### config.mk
export PLATFORM = sky130hd
export DESIGN_NAME = multi_debouncer
export DESIGN_NICKNAME = d
export VERILOG_FILES = /design/src/rtl/multi_debouncer.sv
export SDC_FILE = /design/constraint.sdc
export NUM_CORES = 1
export LEC_CHECK = 0
export CAP_MARGIN = 10
export CORE_UTILIZATION = 45
export CTS_BUF_LIST = sky130_fd_sc_hd__clkbuf_4 sky130_fd_sc_hd__clkbuf_8 sky130_fd_sc_hd__clkbuf_16
export CTS_CLUSTER_DIAMETER = 200
export DETAILED_ROUTE_END_ITERATION = 10
export GPL_TIMING_DRIVEN = 0
export REMOVE_ABC_BUFFERS = 1
export SETUP_SLACK_MARGIN = 0.05
export SLEW_MARGIN = 20
export SYNTH_ARGS = -nofsm -noshare
export SYNTH_HDL_FRONTEND = slang
export SYNTH_SLANG_ARGS = --single-unit
### constraint.sdc
create_clock -name clock_50 -period 1.64 [get_ports clock_50]
set_input_delay 0.246 -clock clock_50 [delete_from_list [all_inputs] [get_ports clock_50]]
set_output_delay 0.246 -clock clock_50 [all_outputs]
set_load 0.02 [all_outputs]
### src/rtl/multi_debouncer.sv
// Per-channel debouncer: an output bit follows its input only after STABLE_CYCLES
// consecutive differing samples. Define MULTI_DEBOUNCER_SYNC_EN to add a 2-flop synchroniser.
module multi_debouncer #(
   parameter int                  CHANNELS      = 4,
   parameter int                  STABLE_CYCLES = 1000000,
   parameter logic [CHANNELS-1:0] INIT_VALUE    = '0
) (
   input  logic                clock_50,
   input  logic                reset_key,
   input  logic [CHANNELS-1:0] noisy,
   output logic [CHANNELS-1:0] debounced,
   output logic [CHANNELS-1:0] rise,
   output logic [CHANNELS-1:0] fall,
   output logic                any_change
);

   localparam int            CW   = $clog2(STABLE_CYCLES);
   localparam logic [CW-1:0] LAST = CW'(STABLE_CYCLES - 1);

   logic [CHANNELS-1:0] sample;

`ifdef MULTI_DEBOUNCER_SYNC_EN
   logic [CHANNELS-1:0] sync1_q, sync2_q;

   always_ff @(posedge clock_50) begin
      if (reset_key) begin
         sync1_q <= INIT_VALUE;
         sync2_q <= INIT_VALUE;
      end else begin
         sync1_q <= noisy;
         sync2_q <= sync1_q;
      end
   end

   assign sample = sync2_q;
`else
   assign sample = noisy;
`endif

   logic [CW-1:0]       cnt_q [CHANNELS];
   logic [CW-1:0]       cnt_d [CHANNELS];
   logic [CHANNELS-1:0] deb_q, deb_d;
   logic [CHANNELS-1:0] rise_q, rise_d;
   logic [CHANNELS-1:0] fall_q, fall_d;
   logic                any_q, any_d;

   always_comb begin
      // NOTE: every output of this block gets a default first, so no path can infer a latch.
      deb_d  = deb_q;
      rise_d = '0;
      fall_d = '0;
      for (int i = 0; i < CHANNELS; i++) begin
         cnt_d[i] = '0;
         if (sample[i] != deb_q[i]) begin
            if (cnt_q[i] == LAST) begin
               deb_d[i]  = sample[i];
               rise_d[i] = sample[i];
               fall_d[i] = ~sample[i];
            end else begin
               cnt_d[i] = cnt_q[i] + 1'b1;
            end
         end
      end
      any_d = |(rise_d | fall_d);
   end

   // NOTE: state uses non-blocking assignments so all flops update from the same pre-edge values.
   always_ff @(posedge clock_50) begin
      if (reset_key) begin
         deb_q  <= INIT_VALUE;
         rise_q <= '0;
         fall_q <= '0;
         any_q  <= 1'b0;
         for (int i = 0; i < CHANNELS; i++) cnt_q[i] <= '0;
      end else begin
         deb_q  <= deb_d;
         rise_q <= rise_d;
         fall_q <= fall_d;
         any_q  <= any_d;
         for (int i = 0; i < CHANNELS; i++) cnt_q[i] <= cnt_d[i];
      end
   end

   assign debounced  = deb_q;
   assign rise       = rise_q;
   assign fall       = fall_q;
   assign any_change = any_q;

endmodule
==> flow_metrics.env, run 1 <==
export IMPL_drt_first_pass_iters=4
export IMPL_viasPerCell=5.166
export IMPL_detailroute_wirelength_met2_um=3891
export IMPL_cp_slowest_cell="dfxtp_2"
export IMPL_drive_gt1_frac=0.2749
export IMPL_hold_path_class="flop to flop"
export IMPL_synth_area_um2=3974
export IMPL_clockBufferDepth=2
export IMPL_whs_path_depth=1
export IMPL_r2r_cells=8
export IMPL_maxCapViolCount=0
export IMPL_min_to="cnt_q[1][0]"
export IMPL_final_cell_count_no_fill=596
export IMPL_drc_errors=0
export IMPL_setup_worst_path_class="flop to flop"
export IMPL_ant_nets=0
export IMPL_wl_met1_um=3853
export IMPL_met3WireLength_um=329
export IMPL_finalCriticalPeriod_ns=1.634
export IMPL_dpl_cell_area_um2=4214
export IMPL_max_freq_mhz=612.1
export IMPL_vias=3079
export IMPL_fp_coreArea_um2=8382
export IMPL_initial_core_util=0.4741
export IMPL_yosys_warnings=0
export IMPL_grt_overflow_total=0
export IMPL_synth_edff_count=0
export IMPL_cts_tree="yes"
export IMPL_fin_crit_sh=0.9962
export IMPL_reg2reg_slack_ns=0.006
export IMPL_ys_ff_latch=93
export IMPL_ctsHoldBuffers=0
export IMPL_slowest_delay_ns=0.36
export IMPL_numCtsBuffers=9
export IMPL_final_area_um2=5086
export IMPL_p_total_w=0.003962
export IMPL_synth_ff_type="dfxtp_1"
export IMPL_finalHoldViolCount=0
export IMPL_diodes=0
export IMPL_worstPathArrival_ns=1.88
export IMPL_crit_path_end_kind="flop"
export IMPL_grt_max_degree=17
export IMPL_tightest_slew_ns=0.8591
export IMPL_crit_family="simple AND/OR/NAND/NOR gates"
export IMPL_synth_most_common_cell="nor2_1"
export IMPL_synth_common_cells="100 x nor2_1, 93 x dfxtp_1, 45 x xor2_1, 31 x xnor2_1, 28 x nand2_1"
export IMPL_fp_dieArea_um2=9210
export IMPL_slew_headroom=0.4263
export IMPL_cts_sinks=93
export IMPL_clock_latency_ns=0.36
export IMPL_die_height_um=95.97
export IMPL_synth_top_area_frac=0.4685
export IMPL_p_leak_nw=1.839
export IMPL_antenna_found_initial=0
export IMPL_crit_start="cnt_q[3][0]"
export IMPL_cp_start_kind="flop"
export IMPL_setup_ws_ns=0.006201
export IMPL_path_buf_inv=2
export IMPL_rsz0062_at_grt="true"
export IMPL_io_buffers=18
export IMPL_place_inst=545
export IMPL_wl_um=8139
export IMPL_place_congestion=0.7409
export IMPL_cts_htree_levels=3
export IMPL_pin_count=19
export IMPL_drv_slew=0
export IMPL_dp_slack_ns=-0.6350
export IMPL_crit_top_cell="and3_4"
export IMPL_path_max_fanout=5
export IMPL_grt_pass1_vias=2835
export IMPL_fin_nets=496
export IMPL_rows=33
export IMPL_top_layer_used="met4"
export IMPL_areaGrowthSynthToFinish_pct=27.99
export IMPL_synth_avg_cell_area_um2=9.199
export IMPL_postSynthCellCount=432
export IMPL_yosysUniqueCellTypes=35
export IMPL_powerDensity_nw_per_um2=779.1
export IMPL_finalHoldWorstSlack_ns=0.4402
export IMPL_r2r_end="cnt_q[3][12]"
export IMPL_outcome="finished clean"
export IMPL_fin_skew_ns=0.01218
export IMPL_synth_area_leaders="dfxtp_1 47%, xor2_1 9.9%, nor2_1 9.4%"
export IMPL_synth_top_area_cell="dfxtp_1"
export IMPL_grt_usage=0.1820
export IMPL_clk_pin_slew_ns=0.09
export IMPL_critPathRequiredTime_ns=1.89
export IMPL_clock_root_buffer="clkbuf_8"
export IMPL_die_width_um=95.97
export IMPL_ir_worst_vdd_uv=534.4
export IMPL_setup_viol=0
export IMPL_async_flop_share=0
export IMPL_drt_iter0_drc=49
export IMPL_grt_pass1_wl_um=12950
export IMPL_min_from="cnt_q[1][0]"
export IMPL_avgRoutedWirePerCell_um=13.66
export IMPL_ys_seq_area_frac=0.4685
export IMPL_hpwl_um=4552
export IMPL_r2r_start="cnt_q[3][0]"
export IMPL_path_cells="ha_4, and3_4, and3_4, nand4_1, buf_4, nand3b_1, buf_6, nor2_2"
[stage by stage]
stage | utilization | TNS [ns]
3_5_place_dp | 0.5028 | -38.68
3_3_place_gp | 0.5028 | -37.15
2_1_floorplan | - | -7.645
4_1_cts | 0.5707 | -0.1044
5_1_grt | 0.6068 | -1.112
6_report | 0.6068 | 0
[cells in the final DEF, fill, tap and decap left out, types with 5 or more instances in the layout]
| cell | n |
|---|---|
| inv_1 | 8 |
| and3_1 | 11 |
| nand3_1 | 24 |
| nor2_2 | 11 |
| xor2_1 | 45 |
| nor2_1 | 85 |
| and4_1 | 7 |
| dfxtp_4 | 5 |
| dfxtp_2 | 23 |
| buf_6 | 5 |
| buf_4 | 21 |
| nand4_1 | 16 |
| xnor2_1 | 31 |
| clkbuf_8 | 9 |
| nand2_1 | 26 |
| nor4_4 | 5 |
| clkdlybuf4s50_1 | 12 |
| dfxtp_1 | 65 |
[cells by family (layout without fill, tap and decap cells)]
| family | Yosys count | in the layout | synth area share |
|---|---|---|---|
| AO/OA/AOI/OAI | 2 | 2 | 0.004094 |
| XOR/XNOR | 76 | 76 | 0.1675 |
| adder cells (fa/ha/maj) | 4 | 4 | 0.01259 |
| buffers and inverters | 18 | 68 | 0.02550 |
| flip-flops | 93 | 93 | 0.4685 |
| multiplexers | 4 | 4 | 0.01008 |
| AND/OR/NAND/NOR | 235 | 244 | 0.3117 |
[worst max path at each step]
| stage | end | cells after the start |
|---|---|---|
| 6_report | cnt_q[3][12] | 8 |
| 5_1_grt | cnt_q[3][12] | 8 |
| 4_1_cts | cnt_q[3][16] | 8 |
| 3_5_place_dp | cnt_q[3][5] | 6 |
| 3_3_place_gp | cnt_q[3][7] | 6 |
| 2_1_floorplan | cnt_q[3][10] | 6 |
[layer usage]
layer / vias to the layer above / GRT usage
li1: 1575 / -
met1: 1454 / 0.2312
met2: 42 / 0.3012
met3: 8 / 0.05529
met4: 0 / 0.04478
met5: - / 0
[layout make-up]
cell class                      instances  area, um^2
Clock inverter                          7       73.82
Fill cell                             745        3296
Multi-Input combinational cell        330        2424
Sequential cell                        93        1909
Clock buffer                            9       123.9
Timing Repair Buffer                   44       394.1
Tap cell                              105       131.4
Inverter                                8       30.03
[worst register-to-register path, stage by stage (launching register included)]
cell      delay (ns)
dfxtp_2         0.36
ha_4            0.13
and3_4          0.18
and3_4          0.18
nand4_1         0.14
buf_4           0.19
nand3b_1        0.14
buf_6           0.16
nor2_2          0.03
[repair_timing]
item / CTS / global route
setup buffers: 17 / 9
endpoints found under the setup margin: 92 / 89
cloned: 7 / 3
pin swaps: 22 / 23
gates resized for setup: 51 / 66
[registers in the layout, indices dropped and copies added, names as in the netlist]
signal and cells:
any_change 1, debounced 4, rise 4, cnt_q 80, fall 4
[where the power goes]
group	switching, W	leakage (nW)	internal [W]
Clock	0.000830	0.100	0.000713
Sequential	0.0000135	0.765	0.00226
Combinational	0.0000854	0.974	0.0000609
(Power assumes the default switching activity.)
==> inputs of run 2 (changes only) <==
--- a/config.mk
+++ b/config.mk
@@ -13,7 +13,7 @@
 export GPL_TIMING_DRIVEN = 0
 export REMOVE_ABC_BUFFERS = 1
 export SETUP_SLACK_MARGIN = 0.05
-export SLEW_MARGIN = 20
+export SLEW_MARGIN = 30
 export SYNTH_ARGS = -nofsm -noshare
 export SYNTH_HDL_FRONTEND = slang
 export SYNTH_SLANG_ARGS = --single-unit
==> results of run 2 <==
No change in the layout: final DEF, timing and power equal those of run 1.
==> inputs of run 3 (changes only) <==
--- a/config.mk
+++ b/config.mk
@@ -9,6 +9,7 @@
 export CORE_UTILIZATION = 45
 export CTS_BUF_LIST = sky130_fd_sc_hd__clkbuf_4 sky130_fd_sc_hd__clkbuf_8 sky130_fd_sc_hd__clkbuf_16
 export CTS_CLUSTER_DIAMETER = 200
+export CTS_CLUSTER_SIZE = 24
 export DETAILED_ROUTE_END_ITERATION = 10
 export GPL_TIMING_DRIVEN = 0
 export REMOVE_ABC_BUFFERS = 1
==> constraint.sdc (replaced) <==
create_clock -name clock_50 -period 1.8 [get_ports clock_50]
set_input_delay 0.27 -clock clock_50 [delete_from_list [all_inputs] [get_ports clock_50]]
set_output_delay 0.27 -clock clock_50 [all_outputs]
set_load 0.02 [all_outputs]
==> flow_metrics.env, run 3 (synthesis results as in run 1) <==
export IMPL_final_cell_count_no_fill=581
export IMPL_maxCapViolCount=0
export IMPL_swShare=0.2312
export IMPL_powerDensity_nw_per_um2=758.7
export IMPL_power_net_switching_w=0.0008285
export IMPL_die_width_um=95.97
export IMPL_fin_nets=481
export IMPL_viasPerCell=5.077
export IMPL_grt_overflow_total=0
export IMPL_drive_gt1_frac=0.1492
export IMPL_max_freq_mhz=597.2
export IMPL_place_inst=545
export IMPL_final_common_cell="nor2_1"
export IMPL_clockBufferDepth=2
export IMPL_wl_um=7405
export IMPL_hold_path_class="flop to flop"
export IMPL_outcome="finished clean"
export IMPL_grt_usage=0.1731
export IMPL_seqPwrFrac=0.579
export IMPL_avgRoutedWirePerCell_um=12.75
export IMPL_fin_skew_ns=0.01308
export IMPL_drv_slew=0
export IMPL_fin_crit_sh=0.9303
export IMPL_die_height_um=95.97
export IMPL_slew_headroom=0.5803
export IMPL_ir_worst_vdd_uv=484.3
export IMPL_numCtsBuffers=9
export IMPL_drt_iter0_drc=72
export IMPL_antenna_found_initial=0
export IMPL_fp_coreArea_um2=8382
export IMPL_comb_power_share=0.029
export IMPL_finalCriticalPeriod_ns=1.675
export IMPL_setup_viol=0
export IMPL_hpwl_um=4552
export IMPL_setup_worst_path_class="flop to flop"
export IMPL_cts_tree="yes"
export IMPL_clock_latency_ns=0.36
export IMPL_rsz0062_at_grt="false"
export IMPL_intPower_w=0.002755
export IMPL_largest_reg_flops=80
export IMPL_grt_pass1_vias=2706
export IMPL_slowest_delay_ns=0.37
export IMPL_cp_start_kind="flop"
export IMPL_regMostFlops="cnt_q"
export IMPL_initial_core_util=0.4741
export IMPL_p_total_w=0.003583
export IMPL_ant_nets=0
export IMPL_clock_power_share=0.392
export IMPL_diodes=0
export IMPL_grt_pass1_wl_um=12260
export IMPL_cts_htree_levels=3
export IMPL_crit_top_cell="and3_4"
export IMPL_vias=2950
export IMPL_tightest_slew_ns=0.6275
export IMPL_clk_pin_slew_ns=0.10
export IMPL_rows=33
export IMPL_grt_max_degree=17
export IMPL_areaGrowthSynthToFinish_pct=18.86
export IMPL_cp_slowest_cell="dfxtp_2"
export IMPL_cts_sinks=93
export IMPL_crit_family="simple AND/OR/NAND/NOR gates"
export IMPL_path_cells="ha_4, and3_4, and3_4, nand4_1, buf_4, nor4b_1"
export IMPL_n_fill_cell=784
export IMPL_p_leak_nw=1.687
export IMPL_place_congestion=0.7409
export IMPL_drc_errors=0
export IMPL_drt_first_pass_iters=4
export IMPL_finalHoldWorstSlack_ns=0.4445
export IMPL_finalHoldViolCount=0
export IMPL_crit_path_end_kind="flop"
export IMPL_path_max_fanout=3
export IMPL_fin_util=0.5635
export IMPL_pin_count=19
export IMPL_io_buffers=18
export IMPL_fp_dieArea_um2=9210
export IMPL_critPathRequiredTime_ns=2.04
export IMPL_worstPathArrival_ns=1.91
export IMPL_tns_ns=0
export IMPL_layout_common_cells="97 x nor2_1, 87 x dfxtp_1, 45 x xor2_1"
export IMPL_path_buf_inv=1
export IMPL_clock_root_buffer="clkbuf_8"
[run 3: cell types whose count changed in the layout (fill, tap and decap cells not counted), sizes merged]
cell	change
dlymetal6s2s	-1
nand2b	-2
clkdlybuf4s50	+5
or3b	-2
buf	-11
dlygate4sd2	-4
[run 3: final timing paths]
check / end / slack [ns] / cells past startpoint / start
setup / recovery: rise[3] / 0.13 / 6 / cnt_q[3][0]
hold / removal: cnt_q[3][0] / 0.44 / 1 / cnt_q[3][0]
setup reg to reg: rise[3] / 0.13 / 6 / cnt_q[3][0]
hold reg to reg: cnt_q[3][0] / 0.44 / 1 / cnt_q[3][0]
[run 3: power groups by stage]
| stage | Combinational [W] | Clock [W] | Sequential [W] |
|---|---|---|---|
| final | 0.000104 | 0.00140 | 0.00208 |
| after detailed placement | 0.0000724 | 0 | 0.00212 |
| after CTS | 0.0000940 | 0.00144 | 0.00208 |
| after floorplan | 0.0000396 | 0 | 0.00212 |
| after global routing | 0.000115 | 0.00152 | 0.00208 |
| after global placement | 0.0000711 | 0 | 0.00212 |
[run 3: area by class of cell]
| cell class | count | area (um^2) | area share |
|---|---|---|---|
| Sequential cell | 93 | 1869 | 0.3958 |
| Clock inverter | 7 | 73.82 | 0.01563 |
| Multi-Input combinational cell | 326 | 2192 | 0.4641 |
| Timing Repair Buffer | 33 | 302.8 | 0.06411 |
| Tap cell | 105 | 131.4 | 0.02781 |
| Inverter | 8 | 30.03 | 0.006358 |
| Clock buffer | 9 | 123.9 | 0.02623 |
[run 3: per-stage QoR]
stage	setup WS, ns	instance area [um^2]
floorplan	-0.00005818	3902
global placement	-0.4387	4214
detailed placement	-0.4750	4214
CTS	0.05458	4534
global route	0.04673	4723
finish	0.1255	4723
[run 3: routing by layer]
metal	GRT usage	up-vias	wire (um)
li1	-	1539	-
met1	0.2248	1375	3742
met2	0.2780	30	3330
met3	0.05450	6	267
met4	0.04478	0	65
met5	0	-	0
[run 3: repair_timing]
item | 4_1_cts | 5_1_grt
buffers inserted | 5 | 10
hold buffers | 0 | 0
pin swaps | 5 | 8
gates resized for setup | 14 | 25
setup endpoints to repair | 83 | 80
gates cloned | 4 | 1
